**config.mk**
```make
export PLATFORM = sky130hd
export DESIGN_NAME = matrix_load_sequencer_flat
export DESIGN_NICKNAME = d
export VERILOG_FILES = /design/src/rtl/matrix_load_sequencer_if.sv /design/src/rtl/matrix_load_sequencer.sv /design/src/flat_wrapper.sv
export SDC_FILE = /design/constraint.sdc
export NUM_CORES = 1
export LEC_CHECK = 0
export CORE_UTILIZATION = 44
export DETAILED_ROUTE_END_ITERATION = 6
export PLACE_DENSITY = 0.83
export SYNTH_ARGS = -nofsm -noshare
export SYNTH_HDL_FRONTEND = slang
export SYNTH_SLANG_ARGS = --single-unit
export TNS_END_PERCENT = 1
```
**constraint.sdc**
```tcl
create_clock -name clk -period 3.2 [get_ports clk]
set_input_delay 0.64 -clock clk [delete_from_list [all_inputs] [get_ports clk]]
set_output_delay 0.64 -clock clk [all_outputs]
set_load 0.01 [all_outputs]
```
**src/rtl/matrix_load_sequencer_if.sv**
```systemverilog
// Host-side handshake, configuration and buffer write bus of the matrix load sequencer.
// The sequencer attaches through the slave modport; the host or register block uses master.
interface matrix_load_sequencer_if #(
    parameter int DATA_WIDTH = 32,
    parameter int DIM_W      = 3
);
    logic                  start;
    logic [DIM_W-1:0]      dim_n;
    logic [DIM_W-1:0]      dim_k;
    logic [DIM_W-1:0]      dim_m;
    logic [DATA_WIDTH-1:0] in_data;
    logic                  in_valid;
    logic                  in_ready;
    logic                  write_enable_A;
    logic                  write_enable_B;
    logic [DATA_WIDTH-1:0] bus;
    logic                  busy;
    logic                  load_done;
    logic                  cfg_error;

    modport master (
        output start, dim_n, dim_k, dim_m, in_data, in_valid,
        input  in_ready, write_enable_A, write_enable_B, bus, busy, load_done, cfg_error
    );

    modport slave (
        input  start, dim_n, dim_k, dim_m, in_data, in_valid,
        output in_ready, write_enable_A, write_enable_B, bus, busy, load_done, cfg_error
    );
endinterface

```
**src/rtl/matrix_load_sequencer.sv**
```systemverilog
// Walks the padded A and B buffers row-major, writing host elements at real
// positions and zeros at pad positions, one registered strobe per position.
module matrix_load_sequencer #(
    parameter int DATA_WIDTH = 32,
    parameter int MAX_DIM    = 4,
    parameter int DIM_W      = 3
) (
    input logic                    clk,
    input logic                    reset,
    matrix_load_sequencer_if.slave io
);
    // state  | meaning
    // IDLE   | waiting for start; dimensions checked here
    // LOAD_A | walking buffer A (dim_n rows x dim_k cols real)
    // LOAD_B | walking buffer B (dim_k rows x dim_m cols real)
    // DONE   | last B strobe on the bus; pulse load_done

    localparam int                CNT_W     = (MAX_DIM > 1) ? $clog2(MAX_DIM) : 1;
    localparam logic [CNT_W-1:0]  LAST_IDX  = CNT_W'(MAX_DIM - 1);
    localparam logic [DIM_W-1:0]  MAX_DIM_V = DIM_W'(MAX_DIM);

    typedef enum logic [1:0] {IDLE, LOAD_A, LOAD_B, DONE} state_t;

    state_t                state;
    logic [CNT_W-1:0]      row;
    logic [CNT_W-1:0]      col;
    logic [CNT_W-1:0]      row_next;
    logic [CNT_W-1:0]      col_next;
    logic [DIM_W-1:0]      n_q;
    logic [DIM_W-1:0]      k_q;
    logic [DIM_W-1:0]      m_q;
    logic [DIM_W-1:0]      row_x;
    logic [DIM_W-1:0]      col_x;
    logic                  real_pos;
    logic                  last_pos;
    logic                  advance;
    logic                  dims_ok;
    logic [DATA_WIDTH-1:0] write_data;

    assign row_x = DIM_W'(row);
    assign col_x = DIM_W'(col);

    always_comb begin
        real_pos = 1'b0;
        case (state)
            LOAD_A:  real_pos = (row_x < n_q) && (col_x < k_q);
            LOAD_B:  real_pos = (row_x < k_q) && (col_x < m_q);
            default: real_pos = 1'b0;
        endcase
    end

    // Pad positions never wait on the host; real ones wait for in_valid.
    assign advance    = !real_pos || io.in_valid;
    assign last_pos   = (row == LAST_IDX) && (col == LAST_IDX);
    assign col_next   = (col == LAST_IDX) ? '0 : col + 1'b1;
    assign row_next   = (col == LAST_IDX) ? ((row == LAST_IDX) ? '0 : row + 1'b1) : row;
    assign write_data = real_pos ? io.in_data : '0;
    assign io.in_ready = real_pos && !reset;

    assign dims_ok = (io.dim_n != '0) && (io.dim_n <= MAX_DIM_V) &&
                     (io.dim_k != '0) && (io.dim_k <= MAX_DIM_V) &&
                     (io.dim_m != '0) && (io.dim_m <= MAX_DIM_V);

    always_ff @(posedge clk) begin
        if (reset) begin
            state             <= IDLE;
            row               <= '0;
            col               <= '0;
            n_q               <= '0;
            k_q               <= '0;
            m_q               <= '0;
            io.write_enable_A <= 1'b0;
            io.write_enable_B <= 1'b0;
            io.bus            <= '0;
            io.busy           <= 1'b0;
            io.load_done      <= 1'b0;
            io.cfg_error      <= 1'b0;
        end else begin
            io.write_enable_A <= 1'b0;
            io.write_enable_B <= 1'b0;
            io.bus            <= '0;
            io.load_done      <= 1'b0;
            io.cfg_error      <= 1'b0;
            case (state)
                IDLE: begin
                    if (io.start) begin
                        if (dims_ok) begin
                            n_q     <= io.dim_n;
                            k_q     <= io.dim_k;
                            m_q     <= io.dim_m;
                            row     <= '0;
                            col     <= '0;
                            io.busy <= 1'b1;
                            state   <= LOAD_A;
                        end else begin
                            io.cfg_error <= 1'b1;
                        end
                    end
                end
                LOAD_A, LOAD_B: begin
                    if (advance) begin
                        if (state == LOAD_A) io.write_enable_A <= 1'b1;
                        else                 io.write_enable_B <= 1'b1;
                        io.bus <= write_data;
                        row    <= row_next;
                        col    <= col_next;
                        if (last_pos) state <= (state == LOAD_A) ? LOAD_B : DONE;
                    end
                end
                DONE: begin
                    io.load_done <= 1'b1;
                    io.busy      <= 1'b0;
                    state        <= IDLE;
                end
                default: state <= IDLE;
            endcase
        end
    end
endmodule

```
**src/flat_wrapper.sv**
```systemverilog
// flat-port wrapper written by rule: the top's interface ports become plain ports
module matrix_load_sequencer_flat 
#(
    parameter int DATA_WIDTH = 32,
    parameter int MAX_DIM    = 4,
    parameter int DIM_W      = 3
)
  (clk, reset, io_start, io_dim_n, io_dim_k, io_dim_m, io_in_data, io_in_valid, io_in_ready, io_write_enable_A, io_write_enable_B, io_bus, io_busy, io_load_done, io_cfg_error);
  matrix_load_sequencer_if #(.DATA_WIDTH(DATA_WIDTH), .DIM_W(DIM_W)) io_i ();
  input logic clk;
  input logic reset;
  input wire logic [$bits(io_i.start)-1:0] io_start;
  input wire logic [$bits(io_i.dim_n)-1:0] io_dim_n;
  input wire logic [$bits(io_i.dim_k)-1:0] io_dim_k;
  input wire logic [$bits(io_i.dim_m)-1:0] io_dim_m;
  input wire logic [$bits(io_i.in_data)-1:0] io_in_data;
  input wire logic [$bits(io_i.in_valid)-1:0] io_in_valid;
  output wire logic [$bits(io_i.in_ready)-1:0] io_in_ready;
  output wire logic [$bits(io_i.write_enable_A)-1:0] io_write_enable_A;
  output wire logic [$bits(io_i.write_enable_B)-1:0] io_write_enable_B;
  output wire logic [$bits(io_i.bus)-1:0] io_bus;
  output wire logic [$bits(io_i.busy)-1:0] io_busy;
  output wire logic [$bits(io_i.load_done)-1:0] io_load_done;
  output wire logic [$bits(io_i.cfg_error)-1:0] io_cfg_error;
  assign io_i.start = io_start;
  assign io_i.dim_n = io_dim_n;
  assign io_i.dim_k = io_dim_k;
  assign io_i.dim_m = io_dim_m;
  assign io_i.in_data = io_in_data;
  assign io_i.in_valid = io_in_valid;
  assign io_in_ready = io_i.in_ready;
  assign io_write_enable_A = io_i.write_enable_A;
  assign io_write_enable_B = io_i.write_enable_B;
  assign io_bus = io_i.bus;
  assign io_busy = io_i.busy;
  assign io_load_done = io_i.load_done;
  assign io_cfg_error = io_i.cfg_error;
  matrix_load_sequencer #(.DATA_WIDTH(DATA_WIDTH), .MAX_DIM(MAX_DIM), .DIM_W(DIM_W)) u_core (.clk(clk), .reset(reset), .io(io_i));
endmodule
```
==> results of run 1 <==
[metal layers]
metal / vias to the layer above / wire length (um)
li1: 796 / -
met1: 693 / 1627
met2: 49 / 1956
met3: 8 / 353
met4: 0 / 94
met5: - / 0
[area by class of cell]
cell class	instances	area (sq um)
Clock buffer	6	72.57
Fill cell	358	1431
Sequential cell	52	1041
Inverter	15	56.30
Timing Repair Buffer	83	828.3
Clock inverter	2	16.27
Tap cell	52	65.06
Multi-Input combinational cell	120	873.3
[state kept, by name, indices dropped and copies added, names as in the netlist, 2 cells and up]
name,flops
u_core.k_q,3
u_core.io.bus,32
u_core.col,2
u_core.m_q,3
u_core.n_q,3
u_core.state,2
u_core.row,2
[worst max-delay path: cells and delay by family, from the launching register on]
kind                       cells  cell delay, ps
DFF                            1             390
and+or+nand+nor                2             510
buffers and inverters          2             660
adders and majority gates      1             410
[logic make-up (layout without fill, tap and decap cells)]
kind of cell    Yosys count  in the layout  share of synthesized area (%)
buf+inv                  22            106                          4.672
simple gates             79             79                          21.74
fa+ha+maj                10             10                          6.231
flops                    52             52                          51.84
xor+xnor                  1              1                         0.4362
mux                       9              9                          4.486
compound gates           21             21                          10.59
[cell usage in the layout (no fill, tap or decap), drive strengths merged]
cell	netlist	layout
nand2	6	6
nor2	19	19
nand2b	5	5
dfxtp	52	52
nand3	1	1
nor4b	1	1
clkinvlp	0	1
nor2b	5	5
nor3	4	4
mux2i	9	9
and2b	1	1
clkinv	0	1
xnor2	1	1
clkdlybuf4s50	0	82
o32ai	3	3
a21boi	1	1
o21a	1	1
o21ai	3	3
and2	34	34
a21oi	1	1
ha	10	10
a21o	1	1
clkbuf	6	6
inv	15	15
o221ai	2	2
o22ai	2	2
a31oi	1	1
buf	1	1
and3	3	3
a22o	2	2
a211oi	4	4
[final timing paths]
check | startpoint | endpoint | depth (start not counted)
hold reg to reg | u_core.n_q[0]$_SDFFE_PP0P_ | u_core.n_q[0]$_SDFFE_PP0P_ | 2
setup / recovery | u_core.state[0]$_SDFFE_PP0P_ | io_in_ready | 5
setup reg to reg | u_core.state[0]$_SDFFE_PP0P_ | u_core.io.bus[23]$_SDFF_PP0_ | 5
hold / removal | u_core.n_q[0]$_SDFFE_PP0P_ | u_core.n_q[0]$_SDFFE_PP0P_ | 2
[per-stage QoR]
| stage | hold WS [ps] | utilization, % |
|---|---|---|
| floorplan | 452.0 | - |
| global placement | 483.1 | 65.33 |
| detailed placement | 488.3 | 65.33 |
| CTS | 512.3 | 67.35 |
| global route | 531.9 | 67.35 |
| finish | 506.8 | 67.35 |
[power by group]
group | switching [mW] | internal (mW)
Sequential | 0.0269 | 0.681
Clock | 0.208 | 0.156
Combinational | 0.209 | 0.191
Total | 0.444 | 1.03
==> summary.md, run 1 <==
| Metric | Value |
|---|---|
| Status | `complete, no violations` |
| Max FO, Critical Path | `9` |
| Total CTS buffers | `5` |
| GR met1 Demand/Resource | `approximately a fifth` |
| Number of synthesized flops with an enable pin | `0` |
| Row count | `24` |
| Max-capacitance violation count | `0` |
| Worst Setup End Kind | `primary output` |
| Final Cell Area | `0.002953 sq mm` |
| Final setup vio count | `0` |
| Hpwl dp | `between 3000 and 4000 um` |
| Fin crit share | `approximately 90%` |
| Worst path cell trace | `inv_1 -> ha_1 -> nor2b_1 -> and2_1 -> clkdlybuf4s50_1` |
| Initial antenna violation count | `0` |
| Crit path arrival time | `2270 ps` |
| Slew @ Worst Pin | `811.4 ps` |
| Area Overhead vs Synth | `47.04%` |
| Fin Clk Skew | `7.956 ps` |
| Leading area contributor after synthesis | `dfxtp_1` |
| Non-Filler Instances | `330` |
| Sink Count | `52` |
| First-pass GRT wire length | `6741 um` |
| Drt drc | `0` |
| ANT nets after route | `0` |
| F_max | `343.4 MHz` |
| CORE AREA | `~0.0044 sq mm` |
| Diodes inserted | `0` |
| Post-route minimum period | `2912 ps` |
| Syn. warnings | `0` |
| Required @ worst endpoint | `roughly 2600 ps` |
| Wire per inst | `approximately 12 um` |
| Number of synthesized register bits | `52` |
| CTS tree | `done` |
| Most frequent cell after synthesis | `dfxtp_1` |
| Number of global-route vias before repair | `1513` |
| Worst Setup Start Kind | `flop` |
| Global routing met3 resource utilization | `9.012%` |
| TNS Setup | `0 ps` |
| Overall routing resource usage | `18.12%` |
| R2R Setup Slk | `970 ps` |
| DP Worst Slack | `392.3 ps` |
| Clock-pin slew on the worst setup and hold paths | `80 ps` |
| Avg Vias per Cell | `4.685` |
| Root Driver | `clkbuf_8` |
| Slew margin rel. | `45.91%` |
| Synthesized area per cell | `10.35 sq um` |
| Tot Pwr | `approximately 1.5 mW` |
| Final worst slack | `approximately 290 ps` |
| Post-CTS Resized | `0` |
| Post-synth ARST share | `0%` |
| Largest net degree at the start of global routing | `33` |
| GRT overflow | `0` |
| Met2 Use GR | `29.56%` |
| Total Die Area | `0.004838 sq mm` |
| Syn_nets | `249` |
| Die X | `69.56 um` |
| Ys flop type | `dfxtp_1` |
| Final hold violation count | `0` |
| Drt total wl | `4031 um` |
| Unrepaired setup endpoints after global routing | `no` |
| DR pass1 iterations | `4` |
| Pleak | `1.154 nW` |
| Cell total after placement | `322` |
| CP max-delay cell | `clkdlybuf4s50_1` |
| Io pins | `83` |
| CP Class | `flop to primary output` |
| Die height | `~70 um` |
| # nets final | `332` |
| Slew Limit Fails | `0` |
| Vias | `1546` |
| Share of the synthesized area in the top cell type | `about half` |
| HP Class | `flop to flop` |
| First DRT Iteration DRCs | `82` |
| CTS Buffer Depth | `2` |
| RePlAce Congestion | `0.7602` |
| PwrDens | `498.2 mW/mm^2` |
| Post-synthesis cell count | `194` |
| Post-synthesis sequential area ratio | `~52%` |
| Initial Utilization | `a little under half` |
| Post-CTS Hold Fix Bufs | `0` |
| Cell Area, Placed | `0.002864 sq mm` |
| Top cells by count, synth | `52 x dfxtp_1, 34 x and2_1, 19 x nor2_1` |
| Most Crowded Layer GR | `met2` |
| Worst-skew pair later-pin latency | `~310 ps` |
| Top cells by area, synth | `dfxtp_1 52%, and2_1 11%, ha_1 6.2%` |
| Area of the mapped netlist | `between 0.002 and 0.0025 sq mm` |
| Layout cell share with drive strength beyond 1 | `roughly 6%` |
| Synth unique cells | `32` |
| Total setup buffers inserted after CTS | `0` |
| H-tree depth | `2` |
| Crit-path max cell delay | `around 580 ps` |
| Worst VDD drop | `0.3154 mV` |
| PortBufs | `approximately 80` |
Power figures use the tool's default switching activity.
==> inputs of run 2 (changes only) <==
ABC_AREA = 1   (was default)
HOLD_SLACK_MARGIN = 0.12   (was default)
PLACE_DENSITY = 0.81   (was 0.83)
==> summary.md, run 2 <==
| Metric | Value |
|---|---|
| Status | `complete, no violations` |
| Total CTS buffers | `5 (unchanged)` |
| Diodes inserted | `0 (unchanged)` |
| CTS tree | `done` |
| Die X | `71.92 um (+3.4%)` |
| CTS Buffer Depth | `2 (unchanged)` |
| Fin crit share | `85.24% (-5.8 points)` |
| Reg area | `0.001041 sq mm (unchanged)` |
| Number of synthesized flops with an enable pin | `0 (unchanged)` |
| Slew @ Worst Pin | `626.4 ps (-185.0 ps)` |
| Crit Reg-Reg Startpoint | `u_core.row[1]$_SDFFE_PP0P_` |
| Worst Setup End Kind | `primary output` |
| Fill cell count | `403 (+13%)` |
| R2R Setup Slk | `1160 ps (+190 ps)` |
| Synth unique cells | `21 (-34%)` |
| F_max | `366.6 MHz (+6.8%)` |
| Slew margin rel. | `58.09% (+12 points)` |
| Commonest non-fill, non-tap cells in the layout | `82 x clkdlybuf4s50_1, 61 x inv_1, 52 x dfxtp_1, 34 x nand2_1, 32 x nor2_1` |
| # nets final | `415 (+25%)` |
| Max-capacitance violation count | `0 (unchanged)` |
| Hold path endpoint | `u_core.m_q[0]$_SDFFE_PP0P_` |
| Synthesized area per cell | `7.821 sq um (-24%)` |
| Initial antenna violation count | `0 (unchanged)` |
| Root Driver | `clkbuf_8` |
| Wire per inst | `10.73 um (-12%)` |
| Ys flop type | `dfxtp_1` |
| Post-route minimum period | `2728 ps (-184.6 ps)` |
| Initial Utilization | `45.54% (-0.27 points)` |
| Leading cell type in the layout, fill and taps excluded | `clkdlybuf4s50_1` |
| Area of the mapped netlist | `0.002151 sq mm (+7.1%)` |
| Layout cell share with drive strength beyond 1 | `13.30% (+7.2 points)` |
| Required @ worst endpoint | `2560 ps (about the same)` |
| DR pass1 iterations | `4 (unchanged)` |
| Worst Setup Start Kind | `flop` |
| Hold Crit Depth | `2 (unchanged)` |
| PwrDens | `467.2 mW/mm^2 (-6.2%)` |
| GRT overflow | `0 (unchanged)` |
| Tot Pwr | `1.456 mW (-1.0%)` |
| Hold slack final | `471.2 ps (-35.65 ps)` |
| First DRT Iteration DRCs | `72 (-12%)` |
| First-pass GRT wire length | `7479 um (+11%)` |
| Number of synthesized register bits | `52 (unchanged)` |
| Crit path arrival time | `2090 ps (-180 ps)` |
| Total Die Area | `0.005172 sq mm (+6.9%)` |
| Cell total after placement | `420 (+30%)` |
| Non-Filler Instances | `428 (+30%)` |
| RePlAce Congestion | `0.8828 (+16%)` |
| Total setup buffers inserted after CTS | `0 (unchanged)` |
| Row count | `25 (+4.2%)` |
| Sink Count | `52 (unchanged)` |
| Biggest register | `u_core.io.bus` |
| Worst-skew pair later-pin latency | `310 ps (about the same)` |
| PortBufs | `82 (unchanged)` |
| Post-synthesis sequential area ratio | `48.40% (-3.4 points)` |
| Pleak | `1.397 nW (+21%)` |
| Post-CTS Hold Fix Bufs | `0 (unchanged)` |
| Hold Startpoint | `u_core.m_q[0]$_SDFFE_PP0P_` |
| R2r worst-path depth | `11 (+6)` |
| Drt total wl | `4594 um (+14%)` |
| Final setup vio count | `0 (unchanged)` |
| Unrepaired setup endpoints after global routing | `no` |
| Most frequent cell after synthesis | `inv_1` |
| Multi-input logic area | `825.8 sq um (-5.4%)` |
| Avg Vias per Cell | `4.346 (-7.2%)` |
| Hpwl dp | `3475 um (+11%)` |
| Final hold violation count | `0 (unchanged)` |
| Number of global-route vias before repair | `1682 (+11%)` |
| Cell Area, Placed | `0.003023 sq mm (+5.5%)` |
| Largest net degree at the start of global routing | `24 (-27%)` |
| Die height | `71.92 um (+3.4%)` |
| Slew Limit Fails | `0 (unchanged)` |
| DP Worst Slack | `596.0 ps (+203.7 ps)` |
| Fin Clk Skew | `11.10 ps (+3.141 ps)` |
| Post-layout util | `65.99% (-1.4 points)` |
| Drt drc | `0 (unchanged)` |
| ANT nets after route | `0 (unchanged)` |
| Top cells by count, synth | `61 x inv_1, 52 x dfxtp_1, 34 x nand2_1` |
| Post-synthesis cell count | `275 (+42%)` |
| Post-CTS Resized | `0 (unchanged)` |
| Final worst slack | `472.3 ps (+184.6 ps)` |
| CORE AREA | `0.004723 sq mm (+7.7%)` |
| HP Class | `flop to flop` |
| H-tree depth | `2 (unchanged)` |
| Top cells by area, synth | `dfxtp_1 48%, inv_1 11%, nor2_2 9.0%` |
| Syn_nets | `330 (+33%)` |
| Max FO, Critical Path | `4 (-5)` |
| Final Cell Area | `0.003117 sq mm (+5.6%)` |
| Post-synth ARST share | `0% (unchanged)` |
| Area Overhead vs Synth | `44.91%` |
| Syn. warnings | `0 (unchanged)` |
| Leading area contributor after synthesis | `dfxtp_1` |
| Reg2Reg Capture Point | `u_core.io.bus[2]$_SDFF_PP0_` |
| Share of the synthesized area in the top cell type | `48.40% (-3.4 points)` |
| Max FFs per register | `32 (unchanged)` |
| TNS Setup | `0 ps (unchanged)` |
| Clock-pin slew on the worst setup and hold paths | `90 ps (about the same)` |
| Vias | `1860 (+20%)` |
| CP Class | `flop to primary output` |
| Io pins | `83 (unchanged)` |
| Overall routing resource usage | `18.38% (+0.25 points)` |
| Worst VDD drop | `0.3432 mV (+8.8%)` |
==> run 2: changes by cell type in the layout (fill, tap and decap cells not counted), moves of 6 or more <==
cell / delta
inv_1: +46
and2_1: -34
nor2_2: +31
nand2_1: +28
a21oi_1: +13
nor2_1: +13
mux2i_1: -9
o21ai_0: +9
nand3_1: +6
==> run 2: report_power, final <==
part           internal [mW]  switching (mW)  total (mW)
combinational          0.162           0.195       0.357
clock                  0.160           0.231       0.390
sequential             0.684          0.0249       0.709
total                   1.01           0.451        1.46
==> run 2: how the worst max path moves through the flow <==
| stage | start | to | slack (ps) | depth (start not counted) |
|---|---|---|---|---|
| after global routing | u_core.row[1]$_SDFFE_PP0P_ | io_in_ready | 310 | 9 |
| final | u_core.row[1]$_SDFFE_PP0P_ | io_in_ready | 470 | 9 |
| after floorplan | u_core.k_q[1]$_SDFFE_PP0P_ | io_in_ready | 1450 | 9 |
| after detailed placement | reset | io_in_ready | 600 | 3 |
| after global placement | reset | io_in_ready | 590 | 3 |
| after CTS | u_core.k_q[1]$_SDFFE_PP0P_ | io_in_ready | 470 | 10 |
==> run 2: kinds of logic after synthesis <==
logic type / Yosys count / synth area share (%)
simple gates: 112 / 24.67
buf+inv: 69 / 13.21
flops: 52 / 48.40
compound gates: 31 / 7.505
fa+ha+maj: 10 / 5.817
xor+xnor: 1 / 0.4073
==> run 2: cell type report <==
type / count / share of cell area (%)
timing repair buffer: 84 / 26.82
clock buffer: 5 / 2.208
inverter: 63 / 7.587
sequential: 52 / 33.40
multi-input combinational: 154 / 26.50
tap: 67 / 2.690
clock inverter: 3 / 0.8029
==> run 2: critical path, stage by stage (launching register included) <==
cell	delay (ps)
dfxtp_1	410
ha_1	260
inv_1	60
nor2_1	40
a21oi_1	120
nand2_1	80
nand2_2	90
nand2_2	70
nor2_4	110
clkdlybuf4s50_1	560
==> run 2: per-layer routing <==
layer  track usage [%]  part of all wire, %  wire, um
met5                 0                    0         0
met4             7.843                  1.9        89
met3             3.889                  4.8       222
met2             32.29                   50      2309
met1             21.72                   43      1973
